--- src/rtl/mem_port_arbiter_pkg.sv ---
// Shared definitions for the two-master memory port arbiter: FSM encoding,
// master indices and a one-hot-to-index helper.
package mem_port_arbiter_pkg;

  typedef enum logic [2:0] {
    ST_IDLE      = 3'd0,
    ST_ISSUE     = 3'd1,
    ST_WAIT_BUSY = 3'd2,
    ST_WAIT_DONE = 3'd3,
    ST_DONE      = 3'd4
  } arb_state_e;

  localparam logic MASTER_CPU = 1'b0;
  localparam logic MASTER_DMA = 1'b1;

  function automatic logic grant_idx(input logic [1:0] grant_oh);
    return grant_oh[1];
  endfunction

endpackage

--- src/rtl/mem_port_arbiter_rr_pick2.sv ---
// Combinational two-request round-robin picker; on a tie the requester that
// was not served last wins. Output is one-hot, zero when nothing requests.
module mem_port_arbiter_rr_pick2
  import mem_port_arbiter_pkg::*;
(
  input  logic [1:0] req,
  input  logic       last,
  output logic [1:0] winner
);

  always_comb begin
    winner = 2'b00;
    case (req)
      2'b01:   winner = 2'b01;
      2'b10:   winner = 2'b10;
      2'b11:   winner = (last == MASTER_DMA) ? 2'b01 : 2'b10;
      default: winner = 2'b00;
    endcase
  end

endmodule

--- src/rtl/mem_port_arbiter.sv ---
// Serialises CPU (master 0) and DMA (master 1) accesses onto the single memory
// controller request port, one transaction at a time, with a busy watchdog.
module mem_port_arbiter
  import mem_port_arbiter_pkg::*;
#(
  parameter int ADDR_WIDTH     = 32,
  parameter int DATA_WIDTH     = 32,
  parameter int TIMEOUT_CYCLES = 1023,
  parameter int CNT_WIDTH      = 10
)(
  input  logic                  clk50M,
  input  logic                  rst,
  input  logic                  m0_req,
  input  logic                  m0_is_write,
  input  logic [ADDR_WIDTH-1:0] m0_addr,
  input  logic [DATA_WIDTH-1:0] m0_wdata,
  output logic [DATA_WIDTH-1:0] m0_rdata,
  output logic                  m0_done,
  input  logic                  m1_req,
  input  logic                  m1_is_write,
  input  logic [ADDR_WIDTH-1:0] m1_addr,
  input  logic [DATA_WIDTH-1:0] m1_wdata,
  output logic [DATA_WIDTH-1:0] m1_rdata,
  output logic                  m1_done,
  output logic [1:0]            grant,
  output logic                  mem_req,
  output logic                  mem_is_write,
  output logic [ADDR_WIDTH-1:0] mem_addr,
  output logic [DATA_WIDTH-1:0] mem_wdata,
  input  logic [DATA_WIDTH-1:0] mem_rdata,
  input  logic                  mem_busy,
  output logic                  timeout_err
);

  // Counter value seen in the last permitted WAIT cycle; leaving on it means
  // exactly TIMEOUT_CYCLES cycles were spent waiting.
  localparam logic [CNT_WIDTH-1:0] TO_LAST = CNT_WIDTH'(TIMEOUT_CYCLES - 1);

  arb_state_e           state;
  logic                 last;
  logic [CNT_WIDTH-1:0] wd_cnt;
  logic [1:0]           winner;
  logic                 timed_out;

  mem_port_arbiter_rr_pick2 u_pick (
    .req    ({m1_req, m0_req}),
    .last   (last),
    .winner (winner)
  );

  assign timed_out = (wd_cnt >= TO_LAST);

  always_ff @(posedge clk50M or negedge rst) begin
    if (!rst) begin
      state        <= ST_IDLE;
      last         <= MASTER_DMA;
      wd_cnt       <= '0;
      grant        <= 2'b00;
      mem_req      <= 1'b0;
      mem_is_write <= 1'b0;
      mem_addr     <= '0;
      mem_wdata    <= '0;
      m0_rdata     <= '0;
      m1_rdata     <= '0;
      m0_done      <= 1'b0;
      m1_done      <= 1'b0;
      timeout_err  <= 1'b0;
    end else begin
      mem_req <= 1'b0;
      m0_done <= 1'b0;
      m1_done <= 1'b0;
      case (state)
        ST_IDLE: begin
          if (winner != 2'b00) begin
            grant        <= winner;
            mem_is_write <= winner[1] ? m1_is_write : m0_is_write;
            mem_addr     <= winner[1] ? m1_addr     : m0_addr;
            mem_wdata    <= winner[1] ? m1_wdata    : m0_wdata;
            mem_req      <= 1'b1;
            state        <= ST_ISSUE;
          end
        end
        ST_ISSUE: begin
          wd_cnt <= '0;
          state  <= ST_WAIT_BUSY;
        end
        ST_WAIT_BUSY: begin
          wd_cnt <= wd_cnt + 1'b1;
          if (mem_busy) begin
            state <= ST_WAIT_DONE;
          end else if (timed_out) begin
            timeout_err <= 1'b1;
            m0_done     <= grant[0];
            m1_done     <= grant[1];
            state       <= ST_DONE;
          end
        end
        ST_WAIT_DONE: begin
          wd_cnt <= wd_cnt + 1'b1;
          if (!mem_busy) begin
            if (!mem_is_write) begin
              if (grant_idx(grant) == MASTER_CPU) m0_rdata <= mem_rdata;
              else                                m1_rdata <= mem_rdata;
            end
            m0_done <= grant[0];
            m1_done <= grant[1];
            state   <= ST_DONE;
          end else if (timed_out) begin
            timeout_err <= 1'b1;
            m0_done     <= grant[0];
            m1_done     <= grant[1];
            state       <= ST_DONE;
          end
        end
        ST_DONE: begin
          last  <= grant_idx(grant);
          grant <= 2'b00;
          state <= ST_IDLE;
        end
        default: state <= ST_IDLE;
      endcase
    end
  end

endmodule
--- config.mk ---
export PLATFORM = sky130hd
export DESIGN_NAME = mem_port_arbiter
export DESIGN_NICKNAME = d
export VERILOG_FILES = /design/src/rtl/mem_port_arbiter_pkg.sv /design/src/rtl/mem_port_arbiter_rr_pick2.sv /design/src/rtl/mem_port_arbiter.sv
export SDC_FILE = /design/constraint.sdc
export NUM_CORES = 1
export LEC_CHECK = 0
export BUFFER_PORTS_ARGS = -buffer_cell sky130_fd_sc_hd__buf_2
export CAP_MARGIN = 10
export CORE_ASPECT_RATIO = 0.6
export CORE_MARGIN = 5
export CORE_UTILIZATION = 42
export DETAILED_ROUTE_END_ITERATION = 8
export MAX_ROUTING_LAYER = met4
export PLACE_DENSITY = 0.81
export REMOVE_ABC_BUFFERS = 1
export SLEW_MARGIN = 20
export SYNTH_ARGS = -nofsm -noshare
export SYNTH_HDL_FRONTEND = slang
export SYNTH_SLANG_ARGS = --single-unit
--- constraint.sdc ---
create_clock -name clk50M -period 1.5 [get_ports clk50M]
set_input_delay 0.15 -clock clk50M [delete_from_list [all_inputs] [get_ports clk50M]]
set_output_delay 0.15 -clock clk50M [all_outputs]
set_load 0.01 [all_outputs]
**Yosys cells after proc, flatten, opt, wreduce, memory -nomap -nowiden**

Index checks and enable logic that the tools add are counted.

- Bits in registers: 149
- Output and inout port bits: 135
- Word-level logic and storage cells: 66
- Input port bits: 167

- Multiplexer cells: 27
- $lt $le $gt $ge: 1
- Equal/unequal tests: 10
- Bitwise operators: 3
- Reductions and logical operators: 11
- $add $sub $neg: 1

Operators with widths:

| kind | number |
|---|---|
| 32-bit 2-to-1 mux | 2 |
| 10-bit case mux with 2 select lines | 1 |
| 1-bit 2-to-1 mux | 12 |
| 3-bit 2-to-1 mux | 4 |
| 3-bit case mux with 4 select lines | 1 |
| 10-bit by 1-bit adder with 10-bit output, second input constant | 1 |
| 10-bit greater-or-equal comparator, second input constant | 1 |
| 4-bit AND reduction | 2 |
| 2-bit nonzero test | 4 |
| 3-bit by 2-bit == test with 1-bit output, second input constant | 2 |
| 2-bit != test, second input constant | 3 |
| 1-bit case mux with 2 select lines | 3 |
| 2-bit case mux with 3 select lines | 1 |
| 2-bit == test, second input constant | 2 |
| 2-bit 2-to-1 mux | 2 |
| 2-bit case mux with 2 select lines | 1 |
| 2-bit AND reduction | 2 |
| 3-bit by 1-bit == test with 1-bit output, second input constant | 1 |
| 3-bit == test, second input constant | 1 |
| 3-bit zero test | 1 |
| 1-bit NOT | 3 |
| 3-bit AND reduction | 1 |
| 2-bit by 1-bit == test with 1-bit output, second input constant | 1 |
| 2-bit OR reduction | 1 |

**Depth between registers and ports, before layout**

- Word-level depth: 5
- Depth in mapped cells: 7
- Gate-level depth less buffers: 6

**By module**

Synthesis repeated with hierarchy kept, for this count alone.

- Cells, all modules: 513
- Area, all modules: 6351.1 µm²

Modules (own cells, without submodules):

| module | seq. area each (µm²) | times used | cells an instance | area an instance (µm²) |
|---|---|---|---|---|
| mem_port_arbiter | 3729.8 | 1 | 510 | 6332.3 |
| mem_port_arbiter_rr_pick2 | 0.0 | 1 | 3 | 18.8 |

**Worst setup path before layout**

Ideal clock, no wire load.

- Path type: flip-flop to flip-flop
- Start: reg state[2]
- End: reg mem_addr[13]
- Arrival time: 1.529 ns
- Setup time: 0.126 ns
- Clock period less this slack: 1.655 ns
- Setup slack: -0.155 ns
- Required time: 1.374 ns
- Cell stages (with the launch flop): 8
- Buffers on the path: 3
- Path through: dfrtp_1 -> buf_6 -> or3_4 -> nor2_4 -> buf_6 -> buf_6 -> nor2b_1 -> a221o_1

- Word-level cells in the longest chain between the ends: 2

RTL lines:

| element | RTL line | RTL |
|---|---|---|
| from (decl) | mem_port_arbiter.sv:39 | `arb_state_e state;` |
| from (signal assigned) | mem_port_arbiter.sv:55 | `state <= ST_IDLE;` |
| from (signal assigned) | mem_port_arbiter.sv:80 | `state <= ST_ISSUE;` |
| from (signal assigned) | mem_port_arbiter.sv:85 | `state <= ST_WAIT_BUSY;` |
| 3-bit zero test | mem_port_arbiter.sv:72 | `case (state)` |
| 2-bit AND reduction (no line) | -- |  |
| to (signal assigned) | mem_port_arbiter.sv:77 | `mem_addr <= winner[1] ? m1_addr : m0_addr;` |
| to (decl) | mem_port_arbiter.sv:28 | `output logic [ADDR_WIDTH-1:0] mem_addr,` |

No other way between the ends.
A chain may end at the register's enable or synchronous reset.

**Worst setup path in the final report**

- Start: reg state[2]
- End: reg mem_wdata[7]

- Word-level cells in the longest chain between the ends: 2

RTL lines:

| element | RTL line | RTL |
|---|---|---|
| 3-bit zero test | mem_port_arbiter.sv:72 |  |
| 2-bit AND reduction (no line) | -- |  |
| to (signal assigned) | mem_port_arbiter.sv:78 | `mem_wdata <= winner[1] ? m1_wdata : m0_wdata;` |
| to (decl) | mem_port_arbiter.sv:29 | `output logic [DATA_WIDTH-1:0] mem_wdata,` |

No other way between the ends.

==> summary.md <==
| Metric | Value |
|---|---|
| Worst-Skew Late Latency | 420 ps |
| Share of layout cells above drive strength 1 | 49.3% |
| Port Buffer Count | around 300 |
| Share of the synthesized area in the top cell type | 60.0% |
| Vias per inst | between 5 and 6 |
| Clk buf depth | 2 |
| Minimum clock period | 1750 ps |
| Hold endpoint | mem_addr[31]$_DFFE_PN0P_ |
| P_leak | 5.44 nW |
| First-iteration detailed-routing DRC count | 380 |
| Register area share after synthesis | 60.5% |
| Vias in the first global route | 6715 |
| CP Capture Type | flip-flop |
| Die span in x | around 170 um |
| Finished Layout Cells | 1172 |
| Post-Place Setup Slack | -162 ps |
| Worst r2r dst | mem_wdata[7]$_DFFE_PN0P_ |
| Critical Path Start Type | flip-flop |
| Max-cap violations | 0 |
| Worst Hold Slack | 67.4 ps |
| Crit path required time | 1780 ps |
| Max-slew headroom | 69.7% |
| RSZ-0062 raised after global routing | yes |
| Area contributors post-synth | dfrtp_1 60%, mux2_2 12%, a221o_1 10% |
| Status | finished with violations |
| Asr flop ratio synth | 100% |
| WL per Instance | 21.2 um |
| Top_reg_cell synth | dfrtp_1 |
| Pin count of the biggest net entering global routing | 54 |
| Fin. Hold Viols | 0 |
| Worst vdd ir | 1.12 mV |
| Clock root buffer | clkbuf_16 |
| Critical R2R Launch | state[2]$_DFFE_PN0P_ |
| Initial antenna violation count | 3 |
| Least-Margin Pin Slew | between 400 and 500 ps |
| Total Negative Setup Slacks | -18190 ps |
| Post-route worst setup slack | -247 ps |
| Cell Pwr Density | about 1900 nW/um^2 |
| R2R depth | 6 |
| Slew Limit Fails | 0 |
| Post-DRT Antenna Nets | 0 |
| GRT Total Usage | ~27% |
| Post-Synthesis Cells | 454 |
| # rows | 34 |
| GP Congestion | 0.869 |
| CTS tree | built |
| Net total in the final layout | 1126 |
| CORE AREA | 14500 sq um |
| Hold Crit Class | input port to flip-flop |
| GRT overflow | 0 |
| Layout area overhead | 76.0% |
| Drt total wl | between 20 and 25 mm |
| Dpl cells | between 900 and 1000 |
| Clock-pin slew on the worst setup and hold paths | 60 ps |
| CP max FO | 12 |
| Yosys reg bits | between 100 and 150 |
| Max frequency | 0.572 GHz |
| Final worst-path cycle share | 116% |
| Post-synthesis cell type count | 36 |
| Tot Pwr | 20.4 mW |
| Syn Area/Cell | approximately 14 sq um |
| Cts bufs inserted | 17 |
| DRC viols | 0 |
| I/O pin count | 302 |
| CTS Sinks | 149 |
| Skew final | 18.9 ps |
| Die height | around 100 um |
| Top cells by count, synth | 148 x dfrtp_1, 64 x mux2_2, 63 x nor2b_1 |
| Crit Path Category | flip-flop to flip-flop |
| Worst Hold Depth | 3 |
| Endpoints failing setup | 135 |
| H-tree levels | 4 |
| DP Wirelength | 13.3 mm |
| Count leader, synth | dfrtp_1 |
| Failing checks | negative setup slack |
| EDFF count, synth | 0 |
| Hold_sp | m0_addr[31] |
| R2R setup slack | -250 ps |
| Die area | 17300 sq um |
| YS warnings | 0 |
| Cell taking the most area after synthesis | dfrtp_1 |
| Data arrival, critical path | 2030 ps |
| Starting Density | 42.7% |
| DRT Pass-1 Iters | 5 |
| First-pass GRT wire length | 36.6 mm |
| DR vias | 6182 |
| Mapped Area | 6170 sq um |
-- routing by layer --
layer  wire length (um)  global-route usage (%)  vias to the layer above
met3               1630                    6.80                       78
met2              12200                    43.8                      334
li1                   -                       -                     2696
met5                  0                       -                        -
met4                968                    11.9                        0
met1              10100                    32.9                     3074
-- cells by family after synthesis --
kind of cell             share of synthesized area [%]
XOR/XNOR                                         0.142
AND/OR/NAND/NOR                                   10.4
buffers and inverters                             2.88
multiplexers                                      12.9
adder cells (fa/ha/maj)                          0.568
AO/OA/AOI/OAI                                     12.7
flip-flops                                        60.5
-- final cells by class --
type / count / area (sq um)
Antenna cell: 4 / 10.0
Clock buffer: 17 / 425
Timing Repair Buffer: 513 / 3760
Fill cell: 914 / 3600
Multi-Input combinational cell: 272 / 2490
Sequential cell: 149 / 3730
Tap cell: 198 / 248
Clock inverter: 15 / 183
Inverter: 4 / 15.0
-- sequential cells by signal, summed over array words and instances (netlist names) --
register      cells
grant             2
last              1
m0_done           1
m0_rdata         32
m1_done           1
m1_rdata         32
mem_addr         32
mem_is_write      1
mem_req           1
mem_wdata        32
state             3
timeout_err       1
wd_cnt           10
-- critical path: stages, from the launching register on --
cell	delay [ps]
dfrtp_1	420
or3_4	400
nor2_4	130
buf_12	140
buf_6	180
nor2b_1	70
a221o_1	280
-- timing repair --
item	CTS	global route
buffers inserted	4	8
cloned	2	6
gates resized for setup	16	59
hold endpoints to repair	254	0
endpoints found under the setup margin	133	141
pin swaps	4	8
hold buffers	157	0
-- report_power, final --
| group | switching, mW | internal (mW) |
|---|---|---|
| clock | 1.89 | 2.54 |
| combinational | 4.27 | 4.71 |
| sequential | 1.12 | 5.85 |
| total | 7.28 | 13.1 |
-- per-stage QoR --
| stage | instance area, sq um | utilization [%] |
|---|---|---|
| floorplan | 6010 | - |
| global placement | 8150 | 56.3 |
| detailed placement | 8150 | 56.3 |
| CTS | 10500 | 72.5 |
| global route | 10900 | 75.1 |
| finish | 10900 | 75.1 |
-- placed cells by master, fill, tap and decap left out, drive strengths merged, types with 4 or more instances in the layout --
cell type    synthesis  layout
buf                 28     352
dlygate4sd3          0     157
dfrtp              148     148
mux2                66      66
nor2b               63      63
a221o               62      62
clkbuf               1      21
nand2               15      15
nor2                13      13
inv                  4      13
o21ai                7       7
mux2i                5       5
diode                0       4
a21oi                4       4
o211ai               4       4
o31ai                4       4
clkinv               0       4
nor3                 4       4
-- how the worst max path moves through the flow --
| stage | from | end | depth (start not counted) |
|---|---|---|---|
| 2_1_floorplan | state[0]$_DFFE_PN0P_ | mem_addr[0]$_DFFE_PN0P_ | 3 |
| 3_3_place_gp | state[2]$_DFFE_PN0P_ | mem_wdata[25]$_DFFE_PN0P_ | 5 |
| 3_5_place_dp | state[2]$_DFFE_PN0P_ | mem_wdata[9]$_DFFE_PN0P_ | 5 |
| 4_1_cts | state[2]$_DFFE_PN0P_ | mem_wdata[0]$_DFFE_PN0P_ | 5 |
| 5_1_grt | state[2]$_DFFE_PN0P_ | mem_wdata[7]$_DFFE_PN0P_ | 6 |
| 6_report | state[2]$_DFFE_PN0P_ | mem_wdata[7]$_DFFE_PN0P_ | 6 |
(Power assumes the default switching activity.)
